<file path="src/rtl/rr_mux16_arbiter_pkg.sv">
// Shared types and constants for the round-robin 16:1 mux arbiter.
package rr_mux16_arbiter_pkg;

   localparam int unsigned N_REQ = 16;
   localparam int unsigned SEL_W = 4;

   typedef enum logic {
      IDLE = 1'b0,
      BUSY = 1'b1
   } state_e;

   // Index of the lowest set bit; zero when no bit is set.
   function automatic logic [SEL_W-1:0] first_one(input logic [N_REQ-1:0] v);
      logic [SEL_W-1:0] idx;
      idx = '0;
      for (int i = N_REQ - 1; i >= 0; i--) begin
         if (v[i]) idx = SEL_W'(i);
      end
      return idx;
   endfunction

endpackage

</file>
<file path="src/rtl/rr_mux16_arbiter_if.sv">
// Request/data/grant bundle between the requesters and the arbiter.
interface rr_mux16_arbiter_if;
   import rr_mux16_arbiter_pkg::*;

   logic [N_REQ-1:0] req;
   logic [N_REQ-1:0] w;
   logic [SEL_W-1:0] s;
   logic [N_REQ-1:0] gnt;
   logic             valid;
   logic             f;

   modport master (output req, output w, input s, input gnt, input valid, input f);
   modport slave  (input req, input w, output s, output gnt, output valid, output f);

endinterface

</file>
<file path="src/rtl/rr_mux16_arbiter_mux16_1bit.sv">
// 16:1 single-bit mux built from two 8:1 halves and a final 2:1 stage on s[3].
module mux16_1bit
   import rr_mux16_arbiter_pkg::*;
(
   input  logic [N_REQ-1:0] w,
   input  logic [SEL_W-1:0] s,
   output logic             y
);

   logic [7:0] w_lo;
   logic [7:0] w_hi;
   logic       y_lo;
   logic       y_hi;

   always_comb begin
      w_lo = w[7:0];
      w_hi = w[15:8];
      y_lo = w_lo[s[2:0]];
      y_hi = w_hi[s[2:0]];
      y    = s[3] ? y_hi : y_lo;
   end

endmodule

</file>
<file path="src/rtl/rr_mux16_arbiter.sv">
// Round-robin arbiter sharing one 16:1 single-bit mux; bounded hold of MAX_HOLD cycles per grant.
module rr_mux16_arbiter
   import rr_mux16_arbiter_pkg::*;
#(
   parameter int unsigned MAX_HOLD = 8,
   parameter int unsigned CNT_W    = 4
) (
   input  logic               clk,
   input  logic               reset,
   rr_mux16_arbiter_if.slave  bus
);

   state_e           state_q, state_d;
   logic [SEL_W-1:0] ptr_q, ptr_d;
   logic [SEL_W-1:0] s_q, s_d;
   logic [N_REQ-1:0] gnt_q, gnt_d;
   logic             valid_q, valid_d;
   logic [CNT_W-1:0] cnt_q, cnt_d;

   logic [2*N_REQ-1:0] req_dbl;
   logic [N_REQ-1:0]   req_rot;
   logic [SEL_W-1:0]   pick_off;
   logic [SEL_W-1:0]   pick_idx;
   logic               any_req;
   logic               hold_done;
   logic               mux_y;

   // Rotate so bit 0 is the requester at ptr, find first one, then map back modulo 16.
   always_comb begin
      req_dbl  = {bus.req, bus.req} >> ptr_q;
      req_rot  = req_dbl[N_REQ-1:0];
      pick_off = first_one(req_rot);
      pick_idx = ptr_q + pick_off;
      any_req  = |bus.req;
   end

   assign hold_done = (cnt_q == CNT_W'(MAX_HOLD - 1));

   always_comb begin
      state_d = state_q;
      ptr_d   = ptr_q;
      s_d     = s_q;
      gnt_d   = gnt_q;
      valid_d = valid_q;
      cnt_d   = cnt_q;
      case (state_q)
         IDLE: begin
            if (any_req) begin
               s_d     = pick_idx;
               gnt_d   = N_REQ'(1) << pick_idx;
               valid_d = 1'b1;
               cnt_d   = '0;
               state_d = BUSY;
            end
         end
         BUSY: begin
            // Voluntary or forced release both rotate priority past the grantee.
            if (!bus.req[s_q] || hold_done) begin
               gnt_d   = '0;
               valid_d = 1'b0;
               ptr_d   = s_q + SEL_W'(1);
               state_d = IDLE;
            end else begin
               cnt_d = cnt_q + CNT_W'(1);
            end
         end
         default: state_d = IDLE;
      endcase
   end

   always_ff @(posedge clk or posedge reset) begin
      if (reset) begin
         state_q <= IDLE;
         ptr_q   <= '0;
         s_q     <= '0;
         gnt_q   <= '0;
         valid_q <= 1'b0;
         cnt_q   <= '0;
      end else begin
         state_q <= state_d;
         ptr_q   <= ptr_d;
         s_q     <= s_d;
         gnt_q   <= gnt_d;
         valid_q <= valid_d;
         cnt_q   <= cnt_d;
      end
   end

   mux16_1bit u_mux (
      .w (bus.w),
      .s (s_q),
      .y (mux_y)
   );

   assign bus.s     = s_q;
   assign bus.gnt   = gnt_q;
   assign bus.valid = valid_q;
   assign bus.f     = valid_q & mux_y;

endmodule
</file>
<file path="src/flat_wrapper.sv">
// flat-port wrapper written by rule: the top's interface ports become plain ports
module rr_mux16_arbiter_flat import rr_mux16_arbiter_pkg::*;
#(
   parameter int unsigned MAX_HOLD = 8,
   parameter int unsigned CNT_W    = 4
)
  (clk, reset, bus_req, bus_w, bus_s, bus_gnt, bus_valid, bus_f);
  rr_mux16_arbiter_if bus_i ();
  input  logic clk;
  input  logic reset;
  input wire logic [$bits(bus_i.req)-1:0] bus_req;
  input wire logic [$bits(bus_i.w)-1:0] bus_w;
  output wire logic [$bits(bus_i.s)-1:0] bus_s;
  output wire logic [$bits(bus_i.gnt)-1:0] bus_gnt;
  output wire logic [$bits(bus_i.valid)-1:0] bus_valid;
  output wire logic [$bits(bus_i.f)-1:0] bus_f;
  assign bus_i.req = bus_req;
  assign bus_i.w = bus_w;
  assign bus_s = bus_i.s;
  assign bus_gnt = bus_i.gnt;
  assign bus_valid = bus_i.valid;
  assign bus_f = bus_i.f;
  rr_mux16_arbiter #(.MAX_HOLD(MAX_HOLD), .CNT_W(CNT_W)) u_core (.clk(clk), .reset(reset), .bus(bus_i));
endmodule
</file>
<file path="config.mk">
export PLATFORM = sky130hd
export DESIGN_NAME = rr_mux16_arbiter_flat
export DESIGN_NICKNAME = d
export VERILOG_FILES = /design/src/rtl/rr_mux16_arbiter_pkg.sv /design/src/rtl/rr_mux16_arbiter_if.sv /design/src/rtl/rr_mux16_arbiter_mux16_1bit.sv /design/src/rtl/rr_mux16_arbiter.sv /design/src/flat_wrapper.sv
export SDC_FILE = /design/constraint.sdc
export NUM_CORES = 1
export LEC_CHECK = 0
export CORE_MARGIN = 8
export CORE_UTILIZATION = 54
export CTS_CLUSTER_SIZE = 12
export DETAILED_ROUTE_END_ITERATION = 8
export PLACE_DENSITY = 0.82
export SLEW_MARGIN = 20
export SYNTH_ARGS = -nofsm -noshare
export SYNTH_HDL_FRONTEND = slang
export SYNTH_SLANG_ARGS = --single-unit
</file>
<file path="constraint.sdc">
create_clock -name clk -period 5.85 [get_ports clk]
set_clock_uncertainty 0.2 [all_clocks]
set_input_delay 1.17 -clock clk [delete_from_list [all_inputs] [get_ports clk]]
set_output_delay 1.17 -clock clk [all_outputs]
set_load 0.02 [all_outputs]
</file>
# Yosys cells after proc, flatten, opt, wreduce, memory -nomap -nowiden
# Cells that the tools add are included.
# Widths: inputs -> output; s select.
# totals
reg_bits	30
input_bits	34
out_inout_bits	22
# op_classes
order_cmp	2
mux	35
n_addsub	3
bitwise_logic	2
n_eq_ne	4
n_shift	2
reduce_logical	7
# op_table
op	count
$mux 4	18
$mux 16	2
$pmux 16 s2	1
$shr 32x4->16	1
$reduce_or 16->1	1
$shl 1x4->16 const A	1
$add 4x1->4 const B	2
$mux 1	8
$pmux 4 s2	1
$reduce_and 2->1	4
$bmux 1 s3	2
$lt 4x5->1 const B	1
$add 4x4->4	1
$bmux 1 s4	1
$eq 4x3->1 const B	1
$lt 3x4->1 const B	1
$ne 2x2->1 const B	2
$pmux 1 s2	2
$ne 2x1->1 const B	1
$and 1x1->1	1
$logic_not 1->1	1
$logic_or 1x1->1	1
$not 1->1	1

# Logic depth before layout (Yosys ltp)
# depth
ltp_word	21
ltp_mapped	18

# Cells and area by module
# Synthesis repeated with hierarchy kept, for this count alone.
# hier_totals
hier_cells	292
area_unflattened_um2	2931.6
# by_module_without_submodules
module	n_inst	cells_each	area_per_inst_um2
rr_mux16_arbiter	1	285	2796.4
mux16_1bit	1	7	135.1

# Worst setup path after synthesis
# No wires, ideal clock.
# synth_timing
path_kind	input -> register
start	input port bus_req[3]
end	register u_core.gnt_q[9] (netlist: u_core.bus.gnt[9])
slack_ns	1.140
path_stages	15
t_arrival_ns	4.446
setup_time_ns	0.064
cell_sequence	mux2_2 > or2_2 > mux4_2 > a211o_1 > nand3_1 > a21o_1 > o221a_2 > ha_1 > a21o_1 > a21oi_1 > xnor2_1 > nor3b_1 > nand3_1 > mux2i_1 > a21o_1
# synth_via
elab_chain_cells	21
word_cells_on_any_way	29
# synth_rtl
element	line	text
start, declared	flat_wrapper.sv:11	input wire logic [$bits(bus_i.req)-1:0] bus_req;
$shr 32x4->16	rr_mux16_arbiter.sv:30	req_dbl = {bus.req, bus.req} >> ptr_q;
$mux 4 (16 in series)	rr_mux16_arbiter_pkg.sv:17	if (v[i]) idx = SEL_W'(i);
$add 4x4->4	rr_mux16_arbiter.sv:33	pick_idx = ptr_q + pick_off;
$shl 1x4->16	rr_mux16_arbiter.sv:50	gnt_d = N_REQ'(1) << pick_idx;
$mux 16	rr_mux16_arbiter.sv:48	if (any_req) begin
$pmux 16 s2	rr_mux16_arbiter.sv:46	case (state_q)
end signal, assigned	rr_mux16_arbiter.sv:83	gnt_q <= gnt_d;
end, declared	rr_mux16_arbiter.sv:16	logic [N_REQ-1:0] gnt_q, gnt_d;
# Parallel ways exist; a longest one is shown, timed or not. The select of a mux whose other input is x is not followed.
# A chain may end at the register's enable or synchronous reset.

# Worst setup path in the final report
# layout_timing
start	input port bus_req[10]
end	register u_core.gnt_q[3] (netlist: u_core.bus.gnt[3])
# Same word-level chain as after synthesis.

==> metrics.csv <==
stage,metric,value,unit
timing,top achievable clock speed,0.190,GHz
grt,largest net degree at the start of global routing,31,
setup_path,FF-to-FF Start,u_core.ptr_q[0]$_DFFE_PP0P_,
logic_synthesis,Cells after Synth,297,
logic_synthesis,Synth top cells by count,"dfrtp_1 (30), mux4_2 (29), nand2_1 (28)",
grt,initial antenna violation count,0,
clock_tree,# H-tree levels,2,
power_and_ir_drop,VDD IR-drop max,0.000473,V
placed_design,placed cells,412,
clock_tree,postcts setup bufs,0,
timing,final worst path period need,5260,ps
timing,fin crit share,90.0,%
logic_synthesis,cell taking the most area after synthesis,dfrtp_1,
logic_synthesis,post-synth top area share,24.9,%
clock_tree,CTS Buf Count,5,
die,row cnt,27,
route,Vias,2691,
die,die height,90.8,um
setup_path,Crit. Startpoint,bus_req[10],
timing,max_slew headroom,29.7,%
grt,vias in the first global route,2833,
grt,Total GRT Usage,20.1,%
logic_synthesis,post-synth cell types,57,
placed_design,Placer Congestion,0.906,
final_layout,area added between synthesis and finish,22.0,%
logic_synthesis,synth warn,0,
logic_synthesis,ys async rst share,100,%
logic_synthesis,post-synthesis sequential area ratio,24.9,%
setup_path,Crit path required time,5850,ps
logic_synthesis,Synth Net Count,337,
die,I/O pins,56,
setup_path,CP endpoint kind,flip-flop,
clock_tree,CTS tree,built,
setup_path,CP Data Arrival Time,5260,ps
placed_design,Final HPWL DP,6.25,mm
timing,Worst Tran Pin Value,1050,ps
grt,met2 usage,33.1,%
setup_path,crit start category,primary input,
grt,"Most Used Layer, Global Route",met2,
grt,grt total ovfl,0,
grt,met1 usage,25.5,%
power_and_ir_drop,Switching Power,1.09,mW
hold_path,min-delay src,u_core.bus.gnt[15]$_DFFE_PP0P_,
route,Antenna Nets Post-Route,0,
logic_synthesis,Most used DFF post-synth,dfrtp_1,
final_layout,Util after Layout,67.7,%
placed_design,# port buffers,55,
logic_synthesis,Area contributors post-synth,"dfrtp_1 (25%), mux4_2 (22%), mux2_2 (6.3%)",
route,Initial DRC Count,182,
logic_synthesis,most numerous cell in the Yosys netlist,dfrtp_1,
run_status,run status,completed,
power_and_ir_drop,power per cell area,598,nW/um2
setup_path,CP Class,primary input to flip-flop,
clock_tree,Bufs on Longest Clock Path,2,
hold_path,hold crit path type,flip-flop to flip-flop,
power_and_ir_drop,sequential share of power,18.0,%
clock_tree,"Hold-fix buffers, CTS",0,
die,starting density of the core,55.5,%
logic_synthesis,Yosys reg bits,30,
timing,worst-case hold slack,291,ps
route,First-pass DRT Iterations,4,
grt,met3 Resource Use GR,2.91,%
route,Detailed Route WL,8.14,mm
timing,setup TNS,0,ps
final_layout,Diodes inserted,0,
clock_tree,post-CTS sizing,0,
clock_tree,clk sinks,30,
die,core area,5440,um2
clock_tree,Clock Tree Root,clkbuf_8,
power_and_ir_drop,Power Internal,1.11,mW
timing,final hold vios,0,
timing,RSZ-0062 raised after global routing,no,
route,vias per inst,6.42,
logic_synthesis,Post-synth EDFFs,0,
setup_path,"Max FO, Critical Path",8,
timing,# setup viols final,0,
final_layout,fraction of layout cells with a size suffix above 1,20.7,%
final_layout,fin cells,419,
power_and_ir_drop,Lkg Pwr,1.43,nW
final_layout,Fill cells,438,
die,die width,90.8,um
final_layout,final-stage net count,387,
route,wire per inst,19.4,um
clock_tree,Clock Latency Late Sink,280,ps
logic_synthesis,Mapped Area,3020,um2
setup_path,reg2reg setup slack,1020,ps
route,DRC viols,0,
power_and_ir_drop,Comb pwr share,74.9,%
power_and_ir_drop,Clock Power Share,7.1,%
power_and_ir_drop,Sw Ratio,49.7,%
clock_tree,clk slew on worst S/H paths,60,ps
job,Max Cap Viol,0,
timing,Final Max Tran Viols,0,
grt,first-pass GRT wire length,13.8,mm
logic_synthesis,syn avg cell area,10.2,um2
die,die area,8240,um2
-- final timing paths --
kind / to / depth (start not counted)
min in group asynchronous: u_core.bus.gnt[14]$_DFFE_PP0P_ / 2
max in group asynchronous: u_core.ptr_q[0]$_DFFE_PP0P_ / 2
max: u_core.bus.gnt[3]$_DFFE_PP0P_ / 15
min reg2reg: u_core.bus.gnt[15]$_DFFE_PP0P_ / 2
max reg2reg: u_core.bus.gnt[3]$_DFFE_PP0P_ / 15
min: u_core.bus.gnt[15]$_DFFE_PP0P_ / 2
-- cell type report --
| cell class | count | area [um2] | share of cell area, % |
|---|---|---|---|
| multi-input combinational | 236 | 2120 | 57.5 |
| sequential | 30 | 751 | 20.4 |
| timing repair buffer | 61 | 596 | 16.2 |
| tap | 72 | 90.1 | 2.45 |
| clock buffer | 5 | 68.8 | 1.87 |
| inverter | 13 | 48.8 | 1.33 |
| clock inverter | 2 | 10.0 | 0.272 |
-- metal layers --
layer | vias up | wire length, um
met2 | 111 | 4100
met3 | 14 | 505
met5 | - | 0
li1 | 1245 | -
met4 | 0 | 174
met1 | 1321 | 3360
-- through the flow --
stage | area (um2) | worst slack, ps | power, mW
2_1_floorplan | 3020 | 1140 | 1.63
3_3_place_gp | 3600 | 494 | 1.98
3_5_place_dp | 3600 | 386 | 2.03
4_1_cts | 3680 | 631 | 2.20
5_1_grt | 3680 | 247 | 2.38
6_report | 3680 | 585 | 2.20
-- flip-flops by register name (all words and copies together) (netlist names) --
| register | cells |
|---|---|
| u_core.bus.gnt | 16 |
| u_core.bus.s | 4 |
| u_core.bus.valid | 1 |
| u_core.cnt_q | 4 |
| u_core.ptr_q | 4 |
| u_core.state_q | 1 |
-- power by group through the flow --
stage                     Combinational (mW)  Clock (mW)  Sequential, mW
after floorplan                         1.26           0           0.372
after detailed placement                1.63           0           0.400
after global routing                    1.81       0.168           0.411
final                                   1.65       0.156           0.396
after CTS                               1.64       0.158           0.396
after global placement                  1.58           0           0.398
-- cells in the final DEF (no fill, tap or decap), types with 2 or more instances in the layout --
cell             synthesis  layout
a21boi_0                 2       2
inv_1                   11      10
mux2_1                   2       2
nand2_1                 28      28
o41ai_1                  2       2
nor2b_1                  5       5
nand3_1                 11      11
nor4_1                   9       9
clkinv_2                 0       2
xor2_1                   3       3
clkbuf_8                 0       5
and2_1                   7       7
o211ai_1                 6       6
mux2_2                  17      17
dfrtp_1                 30      30
o221ai_1                 2       2
a211o_1                  2       2
a32o_1                   4       4
a31oi_1                  2       2
a21oi_1                  9       9
clkdlybuf4s50_1          0      55
mux2i_1                 13      13
or2_2                    4       4
a21o_1                   5       5
nor2_1                  16      16
nand2b_1                 3       3
ha_1                     5       5
o31ai_1                  2       2
mux4_2                  29      29
clkinv_1                 2       2
o21ai_0                 22      22
o21ai_1                  2       2
nor3b_1                  2       2
buf_4                    2       6
-- kinds of logic after synthesis --
group | share of synthesized area (%)
buffers and inverters | 4.97
flip-flops | 24.9
AND/OR/NAND/NOR | 16.3
XOR/XNOR | 1.70
adder cells (fa/ha/maj) | 2.74
multiplexers | 33.0
AO/OA/AOI/OAI | 16.4
-- critical path: stages --
cell and delay (ps):
clkdlybuf4s50_1 560, mux2_2 370, mux4_2 530, o21ai_0 250, o311ai_0 260, a21o_1 240
o221a_2 240, ha_1 270, a21o_1 180, a21oi_1 190, xnor2_1 260, and3b_1 340
nand2_1 90, and2_1 160, o21ai_0 150
No activity file was read; power rests on OpenSTA's default activity.
